### src/rtl/addsel_pkg.sv
// Shared defaults and lane result type for the addsel pipeline.
package addsel_pkg;

  localparam int unsigned WIDTH_D  = 8;
  localparam int unsigned SEL_W_D  = 32;
  localparam int unsigned CH_D     = 2;
  localparam int unsigned THRESH_D = 2;

  typedef struct packed {
    logic [WIDTH_D-1:0] sum;
    logic               carry;
    logic [SEL_W_D-1:0] sel;
  } lane_res_t;

endpackage

### src/rtl/addsel_lane.sv
// Combinational single-lane stage-2 function: add with carry and select.
// ADDSEL_SAT_EN: saturate the sum to all-ones when the add carries out.
module addsel_lane
  import addsel_pkg::*;
#(
  parameter int unsigned WIDTH = WIDTH_D,
  parameter int unsigned SEL_W = SEL_W_D
) (
  input  logic [WIDTH-1:0] b,
  input  logic [WIDTH-1:0] c,
  input  logic             lt,
  input  logic [SEL_W-1:0] f,
  input  logic [SEL_W-1:0] g,
  output logic [WIDTH-1:0] sum_c,
  output logic             carry_c,
  output logic [SEL_W-1:0] sel_c
);

  logic [WIDTH:0] full;

  assign full    = {1'b0, b} + {1'b0, c};
  assign carry_c = full[WIDTH];
  assign sel_c   = lt ? f : g;

`ifdef ADDSEL_SAT_EN
  assign sum_c = full[WIDTH] ? '1 : full[WIDTH-1:0];
`else
  assign sum_c = full[WIDTH-1:0];
`endif

endmodule

### src/rtl/addsel_pipe.sv
// Two-stage valid/ready pipeline computing per-lane b+c and a threshold select.
// ADDSEL_SAT_EN (in addsel_lane) switches the sum from modular wrap to saturation.
module addsel_pipe
  import addsel_pkg::*;
#(
  parameter int unsigned WIDTH  = WIDTH_D,
  parameter int unsigned SEL_W  = SEL_W_D,
  parameter int unsigned CH     = CH_D,
  parameter int unsigned THRESH = THRESH_D
) (
  input  logic                clk,
  input  logic                rst,
  input  logic                in_valid,
  output logic                in_ready,
  input  logic [CH*WIDTH-1:0] in_b,
  input  logic [CH*WIDTH-1:0] in_c,
  input  logic [CH*SEL_W-1:0] in_f,
  input  logic [CH*SEL_W-1:0] in_g,
  output logic                out_valid,
  input  logic                out_ready,
  output logic [CH*WIDTH-1:0] out_sum,
  output logic [CH-1:0]       out_carry,
  output logic [CH*SEL_W-1:0] out_sel
);

  localparam logic [WIDTH-1:0] THR = WIDTH'(THRESH);

  logic                v1, v2, adv1, adv2;
  logic [CH*WIDTH-1:0] s1_b, s1_c;
  logic [CH*SEL_W-1:0] s1_f, s1_g;
  logic [CH-1:0]       s1_lt, lt_c;
  logic [CH*WIDTH-1:0] sum_c;
  logic [CH-1:0]       carry_c;
  logic [CH*SEL_W-1:0] sel_c;

  // Combinational ready chain: a stage moves when its successor frees up.
  assign adv2      = out_ready | ~v2;
  assign adv1      = adv2 | ~v1;
  assign in_ready  = adv1;
  assign out_valid = v2;

  for (genvar i = 0; i < CH; i++) begin : g_lane
    assign lt_c[i] = in_b[i*WIDTH +: WIDTH] < THR;

    addsel_lane #(
      .WIDTH (WIDTH),
      .SEL_W (SEL_W)
    ) u_lane (
      .b       (s1_b[i*WIDTH +: WIDTH]),
      .c       (s1_c[i*WIDTH +: WIDTH]),
      .lt      (s1_lt[i]),
      .f       (s1_f[i*SEL_W +: SEL_W]),
      .g       (s1_g[i*SEL_W +: SEL_W]),
      .sum_c   (sum_c[i*WIDTH +: WIDTH]),
      .carry_c (carry_c[i]),
      .sel_c   (sel_c[i*SEL_W +: SEL_W])
    );
  end

  always_ff @(posedge clk) begin
    if (rst) begin
      v1        <= 1'b0;
      v2        <= 1'b0;
      s1_b      <= '0;
      s1_c      <= '0;
      s1_f      <= '0;
      s1_g      <= '0;
      s1_lt     <= '0;
      out_sum   <= '0;
      out_carry <= '0;
      out_sel   <= '0;
    end else begin
      if (adv1) begin
        v1 <= in_valid;
        if (in_valid) begin
          s1_b  <= in_b;
          s1_c  <= in_c;
          s1_f  <= in_f;
          s1_g  <= in_g;
          s1_lt <= lt_c;
        end
      end
      if (adv2) begin
        v2 <= v1;
        if (v1) begin
          out_sum   <= sum_c;
          out_carry <= carry_c;
          out_sel   <= sel_c;
        end
      end
    end
  end

endmodule
### config.mk
export PLATFORM = sky130hd
export DESIGN_NAME = addsel_pipe
export DESIGN_NICKNAME = d
export VERILOG_FILES = /design/src/rtl/addsel_pkg.sv /design/src/rtl/addsel_lane.sv /design/src/rtl/addsel_pipe.sv
export SDC_FILE = /design/constraint.sdc
export NUM_CORES = 1
export LEC_CHECK = 0
export ABC_AREA = 1
export CAP_MARGIN = 20
export CORE_MARGIN = 10
export CORE_UTILIZATION = 45
export CTS_CLUSTER_DIAMETER = 80
export DETAILED_ROUTE_END_ITERATION = 8
export GPL_ROUTABILITY_DRIVEN = 0
export GPL_TIMING_DRIVEN = 0
export PLACE_DENSITY = 0.74
export SETUP_SLACK_MARGIN = 0.05
export SYNTH_ARGS = -nofsm -noshare
export SYNTH_HDL_FRONTEND = slang
export SYNTH_HIERARCHICAL = 1
export SYNTH_SLANG_ARGS = --single-unit
export TNS_END_PERCENT = 50
### constraint.sdc
create_clock -name clk -period 1.61 [get_ports clk]
set_input_delay 0.483 -clock clk [delete_from_list [all_inputs] [get_ports clk]]
set_output_delay 0.483 -clock clk [all_outputs]
set_load 0.02 [all_outputs]
==> results of run 1 <==
## metal layers
layer | track usage [%] | vias up | share of wire, %
li1 | - | 5200 | -
met4 | 6.92 | 0 | 2.4
met3 | 4.36 | 52 | 6.1
met5 | 0 | - | 0
met2 | 34.2 | 241 | 49
met1 | 23.3 | 4581 | 43
## kinds of logic after synthesis
logic type,Yosys count
adders and majority gates,18
buffers and inverters,128
muxes,64
AOI/OAI and AO/OA,90
xor gates and xnor gates,6
and+or+nand+nor,900
DFF,246
## stage by stage
stage,worst slack (ps),cell area [sq um],hold slack [ps]
floorplan,95.8,11400,449
global placement,-1160,14200,457
detailed placement,-1160,14200,468
CTS,-172,14700,422
global route,-132,14900,315
finish,-90.3,15000,313
## synth_stat cells (4+ instances only)
master	number	area, sq um
o21ai_0	82	410
or2_1	4	25.0
nand2_1	220	826
buf_12	6	120
buf_6	13	146
dfxtp_1	246	4920
nor2_1	502	1880
nand3_1	11	55.1
mux2_4	60	901
mux2_2	4	45.0
xnor2_1	4	35.0
inv_1	20	75.1
ha_1	16	200
nand3b_1	162	1220
a21oi_1	8	40.0
clkbuf_1	42	158
buf_2	38	190
## flip-flops by register name, summed over array words and instances, names as in the netlist
register,flops
out_carry,2
out_sel,64
out_sum,16
out_valid,1
s1_b,16
s1_c,16
s1_f,64
s1_g,64
s1_lt,2
v1,1
## power groups by stage
stage	Combinational, W	Clock, W	Sequential (W)
final	0.00266	0.00563	0.00679
after global routing	0.00295	0.00597	0.00684
after CTS	0.00261	0.00573	0.00678
after detailed placement	0.00272	0	0.00691
after global placement	0.00268	0	0.00689
after floorplan	0.00146	0	0.00704
## area by class of cell
type	instances	area share, %
Multi-Input combinational cell	1078	39.1
Sequential cell	246	33.0
Buffer	103	4.67
Tap cell	330	2.76
Timing Repair Buffer	252	14.4
Clock inverter	4	0.134
Clock buffer	39	5.22
Antenna cell	5	0.0837
Inverter	24	0.653
## what timing repair did
item | 4_1_cts | 5_1_grt
pin swaps | 1 | 18
endpoints found under the hold margin | 0 | 0
buffers inserted | 3 | 3
resized for setup | 380 | 93
setup endpoints to repair | 328 | 228
gates cloned | 0 | 0
## final timing paths
path,to,slack [ps],cells past startpoint
setup / recovery,in_ready,-90,3
hold / removal,out_valid,310,2
setup reg to reg,out_carry[0],-10,10
hold reg to reg,out_sel[26],470,2
==> results.md, run 1 <==
* Vias in the first global route at 9757
* Worst path max stage delay at 360 ps
* Worst endpoint required time at 1130 ps
* Switching portion of total power at 25.9%
* Worst Tran Pin Value at 492 ps
* Cell area after synthesis at 0.0114 sq mm
* Comb pwr share at 17.6%
* DP HPWL at 24800 um
* CTS tree: built
* Synth Warn # at 6
* DR iter-0 viols at 556
* Worst EP arrival at 1220 ps
* Clock Tree Buf Depth at 3
* Max-cap violations at 0
* Initial antenna violation count at 2
* Crit path from: out_valid
* Crit Path Class: register to primary output
* Largest net degree at the start of global routing at 13
* Final setup fails at 3
* CP max stage cell: dfxtp_4
* Worst Path Buf+Inv at 2
* DP Cell Count at 2028
* Power Dens Cells at 1010 mW/mm^2
* Status: finished, violations left
* Synth Area per Inst at 7.83 sq um
* Number of flops mapped to enable cells by yosys at 0
* Unique masters post-synth at 25
* IO buf count at 246
* CTS root buf: clkbuf_16
* Final ANT Viol Nets at 0
* Initial Util at 45.4%
* Failing checks: negative setup slack
* Crit share post-route at 106%
* Total nets after synthesis at 1634
* DR vias/cell at 4.84
* Critical path cell sequence: nand3_4, buf_8, buf_6
* Area Growth Syn to Fin at 31.6%
* Most frequent cells in the layout: 502 x nor2_1, 237 x dfxtp_1, 216 x nand2_1
* Synth Area in Simple Gates at 35.4%
* First drt pass iteration count at 5
* Most common cell after layout, fill and taps aside: nor2_1
* Post-route non-filler standard cell count at 2081
* P_leak at 6.84 nW
* Post-synthesis mux area share at 8.32%
* Count of pins over their slew limit at 0
* Fillers at 2349
* Drt wl/cell at 15.9 um
* RSZ-0062 raised after global routing: true
* Row count at 58
* Clock Sinks at 246
* Fmax at 0.588 GHz
* Final nets at 1913
* Primary FF master, synth: dfxtp_1
* Final Hold Fails at 0
* First-pass GRT wire length at 50500 um
* Layout Skew at 8.80 ps
* Worst slew margin at 67.2%
* IO Count at 248
* HP Class: input port to register
* Tot GR Track Use at 19.7%
* Worst Slack Setup Final at -90.3 ps
* Layout cells sized above 1 at 17.6%
* Crit-path max FO at 3
* Height of the die at 179 um
* Area fraction in compound gates after synthesis at 3.96%
* Worst r2r src: s1_c[0]
* CTS Buf Count at 26
* Int Power at 0.0112 W
* Period minus WS final at 1700 ps
* VDD IR max at 0.000583 V
* Largest family of logic cells by synthesized area: simple AND/OR/NAND/NOR gates
* Area occupied by multi-input gates at 0.00585 sq mm
* CP Capture Type: primary output
* Core ar. at 0.0250 sq mm
* Sequential Power Share at 45.1%
* Die area at 0.0320 sq mm
* Die Wd at 179 um
* Post-route setup TNS at -104 ps
* Flops & latches, synth at 246
* # DRC at 0
* FFs w/ async S/R, synth at 0%
* Fin util at 59.7%
* Hold Buf Count CTS at 0
* Hold Crit Start: rst
* Reg area at 0.00494 sq mm
* Clk slew on worst S/H paths at 60 ps
* Clock Latency Late Sink at 520 ps
* Design Power at 0.0151 W
* Grt total ovfl at 0
* Clk pwr share at 37.3%
* Net Switching at 0.00391 W
* Sequential fraction of the synthesis area at 43.3%
* Post-Synth Adder-Cell Area at 2.11%
* Startpoint types: register
* H-tree levels at 1
* Syn Inst Count at 1452
* Largest delay share family, worst path: flip-flops
* Synth Area in XOR/XNOR at 0.462%
* DRT Wirelength at 33000 um
* Vias at 10.1k
(Power assumes the default switching activity.)
==> inputs of run 2 (changes only) <==
--- a/config.mk
+++ b/config.mk
@@ -14,7 +14,7 @@
 export GPL_ROUTABILITY_DRIVEN = 0
 export GPL_TIMING_DRIVEN = 0
 export PLACE_DENSITY = 0.74
-export SETUP_SLACK_MARGIN = 0.05
+export SETUP_SLACK_MARGIN = 0.4
 export SYNTH_ARGS = -nofsm -noshare
 export SYNTH_HDL_FRONTEND = slang
 export SYNTH_HIERARCHICAL = 1
==> run 2 against run 1 <==
  * The flow still finishes with violations (negative setup slack)
  * Worst hold slack improved by 120 ps
  * Core utilization increased by 13 points
  * Clock skew rose by 4.6 ps
  * Total power increased by 14%
  * Critical endpoint unchanged
  * Worst setup slack got worse by 110 ps
==> results.md, run 2 (same netlist as run 1, synthesis figures left out) <==
* Area occupied by multi-input gates at 0.00717 sq mm (was 0.00585 sq mm)
* CP Capture Type: primary output (unchanged)
* IO buf count at 246 (unchanged)
* Fin Hold WS at 428 ps (was 313 ps)
* HP Class: input port to register (unchanged)
* Most common cell after layout, fill and taps aside: nor2_1 (unchanged)
* Startpoint types: register (unchanged)
* DP HPWL at 25500 um (was 24800 um)
* Area Growth Syn to Fin at 59.7% (was 31.6%)
* Clock Latency Late Sink at 540 ps (was 520 ps)
* Die Wd at 179 um (unchanged)
* Worst Tran Pin Value at 549 ps (was 492 ps)
* Tot GR Track Use at 20.6% (was 19.7%)
* Clock Sinks at 246 (unchanged)
* Largest regs: out_sel: 64 flops, s1_f: 64 flops, s1_g: 64 flops (unchanged)
* Grt total ovfl at 0 (unchanged)
* First drt pass iteration count at 5 (unchanged)
* Crit Path Class: register to primary output (unchanged)
* Worst slew margin at 63.4% (was 67.2%)
* CTS root buf: clkbuf_16 (unchanged)
* Count of pins over their slew limit at 0 (unchanged)
* Reg area at 0.00508 sq mm (was 0.00494 sq mm)
* DP Cell Count at 2028 (unchanged)
* Fmax at 0.551 GHz (was 0.588 GHz)
* DR iter-0 viols at 662 (was 556)
* Clk slew on worst S/H paths at 60 ps (about the same)
* Die area at 0.0320 sq mm (unchanged)
* Clk pwr share at 38.3% (was 37.3%)
* CTS Buf Count at 27 (was 26)
* H-tree levels at 1 (unchanged)
* Row count at 58 (unchanged)
* Failing checks: negative setup slack (unchanged)
* Layout cells sized above 1 at 37.3% (was 17.6%)
* Crit path from: v1 (was out_valid)
* CTS tree: built (unchanged)
* Crit share post-route at 113% (was 106%)
* Vias in the first global route at 9953 (was 9757)
* Worst Slack Setup Final at -204 ps (was -90.3 ps)
* Fillers at 1769 (was 2349)
* Initial antenna violation count at 0 (was 2)
* Crit-path max FO at 2 (was 3)
* Worst r2r src: v1 (was s1_c[0])
* Final ANT Viol Nets at 0 (unchanged)
* Layout Skew at 13.4 ps (was 8.80 ps)
* Design Power at 0.0172 W (was 0.0151 W)
* Final setup fails at 127 (was 3)
* Post-route setup TNS at -9360 ps (was -104 ps)
* Hold Buf Count CTS at 0 (unchanged)
* Most frequent cells in the layout: 328 x nor2_1, 209 x nand2_1, 162 x nand3b_1 (was 502 x nor2_1, 237 x dfxtp_1, 216 x nand2_1)
* Vias at 10.8k (was 10.1k)
* Clock Tree Buf Depth at 3 (unchanged)
* Power Dens Cells at 947 mW/mm^2 (was 1010 mW/mm^2)
* # DRC at 0 (unchanged)
* Period minus WS final at 1810 ps (was 1700 ps)
* Post-route non-filler standard cell count at 2126 (was 2081)
* Int Power at 0.0125 W (was 0.0112 W)
* Initial Util at 45.4% (unchanged)
* Status: finished, violations left (unchanged)
* Largest net degree at the start of global routing at 15 (was 13)
* Core ar. at 0.0250 sq mm (unchanged)
* First-pass GRT wire length at 52500 um (was 50500 um)
* Worst EP arrival at 1330 ps (was 1220 ps)
* Net Switching at 0.00472 W (was 0.00391 W)
* Drt wl/cell at 18.4 um (was 15.9 um)
* Comb pwr share at 20.9% (was 17.6%)
* RSZ-0062 raised after global routing: true (unchanged)
* DR vias/cell at 5.08 (was 4.84)
* Final Hold Fails at 0 (unchanged)
* Height of the die at 179 um (unchanged)
* VDD IR max at 0.000723 V (was 0.000583 V)
* Hold Crit Start: rst (unchanged)
* Max-cap violations at 0 (unchanged)
* P_leak at 7.72 nW (was 6.84 nW)
* Sequential Power Share at 40.8% (was 45.1%)
* Switching portion of total power at 27.4% (was 25.9%)
* IO Count at 248 (unchanged)
* Place WS at -1100 ps (was -1160 ps)
* Worst endpoint required time at 1130 ps (about the same)
* DRT Wirelength at 39200 um (was 33000 um)
* Final nets at 1956 (was 1913)
## run 2: cell count changes in the layout (fill, tap and decap cells not counted), sizes merged, moves of 3 or more
| cell | change |
|---|---|
| bufinv | +5 |
| clkinv | +6 |
| clkinvlp | +3 |
| diode | -3 |
| buf | +34 |
## run 2: critical path: stages (launching register included)
cell,delay (ps)
dfxtp_2,330
nand3_2,100
buf_12,140
buf_8,110
buf_6,120
## run 2: per-stage QoR
stage               util, %  area [sq um]
finish                 72.5         18200
global route           72.5         18100
CTS                    63.5         15900
detailed placement     57.7         14400
global placement       57.7         14400
floorplan                 -         11600
## run 2: layout make-up
cell class / instances / area share [%]
plain buffers: 104 / 5.80
diodes: 2 / 0.0276
repair buffers: 292 / 18.5
multi-input cells: 1078 / 39.5
inverters: 24 / 0.689
clock buffers: 31 / 3.91
well taps: 330 / 2.27
flip-flops and latches: 246 / 28.0
repair inverters: 1 / 0.110
clock inverters: 18 / 1.27
## run 2: final timing paths
| path | end | slack [ps] | cells past startpoint |
|---|---|---|---|
| max | in_ready | -200 | 4 |
| min | out_valid | 430 | 2 |
| max reg2reg | s1_f[9] | -110 | 11 |
| min reg2reg | out_sel[45] | 480 | 2 |
## run 2: layer usage
layer	vias to the layer above	share of wire [%]	track usage (%)
met5	-	0	0
met4	0	3.5	6.96
met3	89	6.3	4.09
met2	352	49	35.5
met1	5058	41	25.0
li1	5297	-	-
## run 2: power by group through the flow
| stage | sequential (W) | combinational (W) | clock (W) |
|---|---|---|---|
| finish | 0.00701 | 0.00360 | 0.00659 |
| global route | 0.00706 | 0.00387 | 0.00691 |
| CTS | 0.00686 | 0.00294 | 0.00659 |
| detailed placement | 0.00693 | 0.00279 | 0 |
| global placement | 0.00691 | 0.00275 | 0 |
| floorplan | 0.00706 | 0.00151 | 0 |
## run 2: what timing repair did
action                                  CTS  global route
endpoints found under the setup margin  330           330
gates resized for setup                 700           467
pin swaps                                36            67
gates cloned                              1            22
setup buffers                             7            17
==> inputs of run 3 (changes only) <==
--- a/config.mk
+++ b/config.mk
@@ -6,17 +6,18 @@
 export NUM_CORES = 1
 export LEC_CHECK = 0
 export ABC_AREA = 1
+export ABC_CLOCK_PERIOD_IN_PS = 1610
 export CAP_MARGIN = 20
 export CORE_MARGIN = 10
-export CORE_UTILIZATION = 45
+export CORE_UTILIZATION = 44
 export CTS_CLUSTER_DIAMETER = 80
 export DETAILED_ROUTE_END_ITERATION = 8
 export GPL_ROUTABILITY_DRIVEN = 0
 export GPL_TIMING_DRIVEN = 0
-export PLACE_DENSITY = 0.74
+export MAX_ROUTING_LAYER = met4
+export PLACE_DENSITY = 0.75
 export SETUP_SLACK_MARGIN = 0.4
 export SYNTH_ARGS = -nofsm -noshare
 export SYNTH_HDL_FRONTEND = slang
-export SYNTH_HIERARCHICAL = 1
 export SYNTH_SLANG_ARGS = --single-unit
 export TNS_END_PERCENT = 50
==> run 3 against run 2 <==
  * The run still ends with negative setup slack left
  * Synthesized cell count fell by 13%
  * Sequential power down 2%
  * Final cell count shrank 13%
  * Clock-buffer cell count up 8
  * Global-route usage is 2.5 points higher
  * Die area fell by 11%
  * Via count decreased by 10%
  * Sequential share of layout area is 6.5 points higher
  * Maximum frequency is 12% higher
  * First-iteration DRC count up 28%
  * Largest power group unchanged
==> results.md, run 3 <==
* Crit share post-route at 101% (was 113%)
* P_leak at 6.26 nW (was 7.72 nW)
* Vias in the first global route at 9907 (was 9953)
* Final instance area at 0.0147 sq mm (was 0.0182 sq mm)
* Cell area after synthesis at 0.00971 sq mm (was 0.0114 sq mm)
* Count leader, synth: nor2_1 (unchanged)
* Total nets after synthesis at 1450 (was 1634)
* Number of flops mapped to enable cells by yosys at 0 (unchanged)
* Worst EP arrival at 1140 ps (was 1330 ps)
* IO buf count at 246 (unchanged)
* Layout Skew at 9.57 ps (was 13.4 ps)
* Fmax at 0.616 GHz (was 0.551 GHz)
* Worst Tran Pin Value at 669 ps (was 549 ps)
* Post-route non-filler standard cell count at 1860 (was 2126)
* Largest net degree at the start of global routing at 15 (unchanged)
* First-pass GRT wire length at 52400 um (was 52500 um)
* CTS root buf: clkbuf_16 (unchanged)
* Status: finished, violations left (unchanged)
* Clock Latency Late Sink at 520 ps (was 540 ps)
* Largest delay share family, worst path: flip-flops (was buffers and inverters)
* Hold Buf Count CTS at 0 (unchanged)
* Critical path cell sequence: nand3_4, buf_6 (was nand3_2, buf_12, buf_8, buf_6)
* Most common cell after layout, fill and taps aside: nor2_1 (unchanged)
* Worst Slack Setup Final at -14.4 ps (was -204 ps)
* Worst slew margin at 55.4% (was 63.4%)
* DP HPWL at 24300 um (was 25500 um)
* Comb pwr share at 17.1% (was 20.9%)
* Sequential fraction of the synthesis area at 50.7% (was 43.3%)
* Failing checks: negative setup slack (unchanged)
* Sequential Power Share at 43.9% (was 40.8%)
* Clk slew on worst S/H paths at 60 ps (about the same)
* Net Switching at 0.00411 W (was 0.00472 W)
* Largest cells by area after synthesis: dfxtp_1 51%, o21ai_0 11%, a21oi_1 11% (was dfxtp_1 43%, nor2_1 17%, nand3b_1 11%)
* CTS tree: built (unchanged)
* Synth Warn # at 0 (was 6)
* Final setup fails at 1 (was 127)
* Largest area contributor in the netlist: dfxtp_1 (unchanged)
* Primary FF master, synth: dfxtp_1 (unchanged)
* Final Hold Fails at 0 (unchanged)
* Final ANT Viol Nets at 0 (unchanged)
* Largest regs: out_sel: 64 flops, s1_f: 64 flops, s1_g: 64 flops (unchanged)
* Tot GR Track Use at 23.1% (was 20.6%)
* Most frequent cells in the layout: 238 x nor2_1, 204 x a21oi_1, 191 x o21ai_0 (was 328 x nor2_1, 209 x nand2_1, 162 x nand3b_1)
* Worst endpoint required time at 1130 ps (about the same)
* Clk pwr share at 39.1% (was 38.3%)
* H-tree levels at 1 (unchanged)
* Clock Tree Buf Depth at 3 (unchanged)
* Clock Sinks at 246 (unchanged)
* Drt wl/cell at 18.7 um (was 18.4 um)
* VDD IR max at 0.000681 V (was 0.000723 V)
* # DRC at 0 (unchanged)
* Initial antenna violation count at 1 (was 0)
* HP Class: input port to register (unchanged)
* First drt pass iteration count at 5 (unchanged)
* Fin util at 67.5% (was 72.5%)
* Die area at 0.0284 sq mm (was 0.0320 sq mm)
* Core ar. at 0.0218 sq mm (was 0.0250 sq mm)
* Height of the die at 169 um (was 179 um)
* Post-synth top area share at 50.7% (was 43.3%)
* Count of pins over their slew limit at 0 (unchanged)
* Startpoint types: register (unchanged)
* IO Count at 248 (unchanged)
* Die Wd at 169 um (was 179 um)
* Int Power at 0.0115 W (was 0.0125 W)
* Period minus WS final at 1620 ps (was 1810 ps)
* Crit-path max FO at 3 (was 2)
* Crit Path Class: register to primary output (unchanged)
* Max-cap violations at 0 (unchanged)
* Unique masters post-synth at 26 (was 25)
* Worst path max stage delay at 370 ps (was 330 ps)
* Vias at 9719 (was 10.8k)
* Flops & latches, synth at 246 (unchanged)
* FFs w/ async S/R, synth at 0% (unchanged)
* DR vias/cell at 5.23 (was 5.08)
* CP Capture Type: primary output (unchanged)
* Fin Hold WS at 317 ps (was 428 ps)
* Switching portion of total power at 26.3% (was 27.4%)
* Grt total ovfl at 0 (unchanged)
* Worst Path Buf+Inv at 1 (was 3)
* Placed cell area at 0.0127 sq mm (was 0.0144 sq mm)
* DP Cell Count at 1794 (was 2028)
* RSZ-0062 raised after global routing: true (unchanged)
* Layout cells sized above 1 at 25.1% (was 37.3%)
* CTS Buf Count at 26 (was 27)
* Synth Area per Inst at 7.66 sq um (was 7.83 sq um)
* Design Power at 0.0156 W (was 0.0172 W)
* Power Dens Cells at 1060 mW/mm^2 (was 947 mW/mm^2)
* Syn Inst Count at 1268 (was 1452)
* Row count at 54 (was 58)
* Top post-synthesis cells by count: 268 x nor2_1, 246 x dfxtp_1, 223 x o21ai_0 (was 502 x nor2_1, 246 x dfxtp_1, 220 x nand2_1)
* Area Growth Syn to Fin at 51.1% (was 59.7%)
* DR iter-0 viols at 848 (was 662)
* Initial Util at 44.7% (was 45.4%)
* CP max stage cell: dfxtp_4 (was dfxtp_2)
* DRT Wirelength at 34800 um (was 39200 um)
* Final nets at 1741 (was 1956)
## run 3: layout make-up
| class | count | area, sq um |
|---|---|---|
| multi-input combinational | 824 | 4360 |
| sequential | 246 | 5050 |
| clock inverter | 9 | 103 |
| antenna | 1 | 2.50 |
| clock buffer | 39 | 771 |
| tap | 280 | 350 |
| buffer | 93 | 836 |
| inverter | 105 | 422 |
| fill | 1804 | 7080 |
| timing repair buffer | 263 | 2790 |
## run 3: cells by family after synthesis
family          synth area share (%)
fa+ha+maj                       2.47
simple gates                    14.1
buf+inv                         8.71
xor+xnor                       0.541
compound gates                  23.5
flops                           50.7
## run 3: power groups by stage
stage / registers (W) / logic, W / clock network, W
after CTS: 0.00682 / 0.00244 / 0.00614
after floorplan: 0.00701 / 0.00105 / 0
final: 0.00685 / 0.00267 / 0.00610
after detailed placement: 0.00688 / 0.00231 / 0
after global placement: 0.00686 / 0.00226 / 0
after global routing: 0.00690 / 0.00290 / 0.00641
## run 3: metrics by stage
| stage | setup TNS [ps] | setup WS, ps |
|---|---|---|
| floorplan | 0 | 204 |
| global placement | -155310 | -870 |
| detailed placement | -162350 | -895 |
| CTS | -49.6 | -44.9 |
| global route | -118 | -54.3 |
| finish | -14.4 | -14.4 |
## run 3: layer usage
metal / share of wire (%) / global-route usage, %
met1: 41 / 27.6
met2: 49 / 38.8
met5: 0 / -
met3: 8.0 / 5.77
met4: 1.6 / 4.50
## run 3: worst register-to-register path: stages, from the launching register on
cell and delay (ps):
dfxtp_4 360, ha_4 170, fa_2 340, nand2_1 70, nand2_1 70, nand3b_1 120, nand2_1 90, nand2_1 70
nand3_1 60, nand2_1 60, inv_1 40
## run 3: worst paths after layout
check,startpoint,endpoint,slack (ps),depth (start not counted)
max reg2reg,s1_c[8],out_sum[14],60,10
max,out_valid,in_ready,-10,2
min,rst,out_sum[6],320,4
min reg2reg,s1_g[10],s1_g[10],450,2
## run 3: timing repair
item,4_1_cts,5_1_grt
gates resized for setup,658,186
setup buffers,6,8
pin swaps,19,23
gates cloned,0,3
setup endpoints to repair,330,330
==> RTL edit (config.mk and constraints of run 1) <==
The option `ADDSEL_SAT_EN` is turned on by a define.
--- a/src/rtl/addsel_lane.sv
+++ b/src/rtl/addsel_lane.sv
@@ -1,5 +1,7 @@
 // Combinational single-lane stage-2 function: add with carry and select.
 // ADDSEL_SAT_EN: saturate the sum to all-ones when the add carries out.
+`define ADDSEL_SAT_EN
+
 module addsel_lane
   import addsel_pkg::*;
 #(
Formal check against the unedited RTL: not equivalent (Yosys sat finds a counterexample within 4 cycles, from zero or initial values and one cycle with rst high).
==> RTL edit against run 1 <==
  * The flow still finishes with violations (setup timing)
  * Count of clock-buffer cells in the layout rose by 1
  * Synthesized cell count rose by 2.5%
  * First-iteration DRC count rose by 9.5%
  * Critical path depth rose by 8
  * Total power rose by 1.6%
  * Setup slack got worse by 0.094 ns
  * Wire length rose by 3.7%
  * Design area barely moved
  * Area after synthesis fell by 1.4%
  * Fmax fell by 5.2%
  * Sequential cell count did not move
  * Sequential power barely moved
  * Clock power rose by 4.3%
  * Critical endpoint is now out_sum[11]$_SDFFE_PP0P_
  * Largest cell class unchanged
  * Largest power group unchanged
==> RTL edit: results (changes against run 1) <==
{| class="wikitable"
! Metric !! Value
|-
| Outcome || complete, but fails checks (unchanged)
|-
| Violated checks || setup timing (unchanged)
|-
| Peak VDD IR || 584 uV (was 583 uV)
|-
| Sequential fraction of the synthesis area || 44.0% (was 43.3%)
|-
| Post-synthesis cell type count || 28 (was 25)
|-
| Global routing met1 resource utilization || 25.0% (was 23.3%)
|-
| Total negative slack for setup checks || -2.45 ns (was -0.104 ns)
|-
| Sum of met2 wire segment lengths after detailed routing || 16.4 mm (was 16.2 mm)
|-
| Routing usage on met3 || 5.76% (was 4.36%)
|-
| Worst setup slack after layout || -0.184 ns (was -0.0903 ns)
|-
| Synth cell count leaders || sky130_fd_sc_hd__nor2_1 (504), sky130_fd_sc_hd__dfxtp_1 (246), sky130_fd_sc_hd__nand2_1 (222) (was sky130_fd_sc_hd__nor2_1 (502), sky130_fd_sc_hd__dfxtp_1 (246), sky130_fd_sc_hd__nand2_1 (220))
|-
| Critical path's slowest cell || sky130_fd_sc_hd__fa_2 (was sky130_fd_sc_hd__dfxtp_4)
|-
| Wire length on met3 || 2.58 mm (was 2.01 mm)
|-
| Async set or reset register ratio after synthesis || 0% (unchanged)
|-
| GR Util All Layers || 20.7% (was 19.7%)
|-
| Standard cell area after detailed placement || 14,100 um2 (was 14,200 um2)
|-
| Leakage power || 6.95 nW (was 6.84 nW)
|-
| Number of buffers created by CTS || 27 (was 26)
|-
| Average via count per standard cell || 4.89 (was 4.84)
|-
| Maximum fanout count along the critical path || 5 (was 3)
|-
| Clock Skew || 0.00774 ns (was 0.00880 ns)
|-
| Final Core Density || 61.3% (was 59.7%)
|-
| Final #Nets || 1,959 (was 1,913)
|-
| Clock transition at the registers of the reported paths || 0.06 ns (about the same)
|-
| Half-perimeter wire length after placement || 25.3 mm (was 24.8 mm)
|-
| Initial DRC count || 609 (was 556)
|-
| Data arrival at the endpoint of the critical path || 2.21 ns (was 1.22 ns)
|-
| Least-Margin Pin Slew || 0.521 ns (was 0.492 ns)
|-
| Number of cell instances on the worst register-to-register path || 11 (was 10)
|-
| Final Instance Count excl. Fillers || 2,122 (was 2,081)
|-
| Top Family by Delay on Critical Path || simple AND/OR/NAND/NOR gates (was flip-flops)
|-
| DRT met1 WL || 14.7 mm (was 14.0 mm)
|-
| Met2 Use GR || 35.6% (was 34.2%)
|-
| Number of cells traversed by the worst hold path || 4 (was 2)
|-
| Avg Synthesized Cell Area || 7.53 um2 (was 7.83 um2)
|-
| Count of final setup violators || 19 (was 3)
|-
| Cts repair resizes || 397 (was 380)
|}
[RTL edit: cell count changes in the layout (fill, tap and decap cells not counted), moves of 9 or more]
cell | run 1 | this run
sky130_fd_sc_hd__mux2_4 | 60 | 0
sky130_fd_sc_hd__inv_1 | 20 | 35
sky130_fd_sc_hd__o21ai_0 | 76 | 59
sky130_fd_sc_hd__o21ai_1 | 4 | 17
sky130_fd_sc_hd__nand3_2 | 0 | 9
sky130_fd_sc_hd__mux2_2 | 4 | 60
[RTL edit: worst paths after layout]
check	from	slack (ns)	endpoint
min	out_ready	0.39	out_valid$_SDFFE_PP0P_
min reg2reg	s1_f[50]$_SDFFE_PP0P_	0.47	s1_f[50]$_SDFFE_PP0P_
max reg2reg	s1_b[8]$_SDFFE_PP0P_	-0.18	out_sum[11]$_SDFFE_PP0P_
max	s1_b[8]$_SDFFE_PP0P_	-0.18	out_sum[11]$_SDFFE_PP0P_
[RTL edit: where the power goes]
part	switching [mW]	internal [mW]	leakage, nW
clock	2.41	3.46	0.412
sequential	0.229	6.54	2.04
combinational	1.42	1.26	4.50
total	4.06	11.3	6.95
[RTL edit: area by class of cell]
| cell class | count | share of cell area [%] |
|---|---|---|
| multi-input cells | 1099 | 38.5 |
| diodes | 3 | 0.0502 |
| well taps | 324 | 2.71 |
| inverters | 40 | 1.07 |
| plain buffers | 104 | 4.34 |
| repair buffers | 259 | 14.8 |
| clock buffers | 40 | 5.18 |
| flip-flops and latches | 246 | 33.0 |
| clock inverters | 7 | 0.419 |
[RTL edit: kinds of logic after synthesis]
kind of cell / share of synthesized area [%]
and+or+nand+nor: 37.1
adders and majority gates: 2.14
buffers and inverters: 6.30
DFF: 44.0
AOI/OAI and AO/OA: 4.11
muxes: 6.43
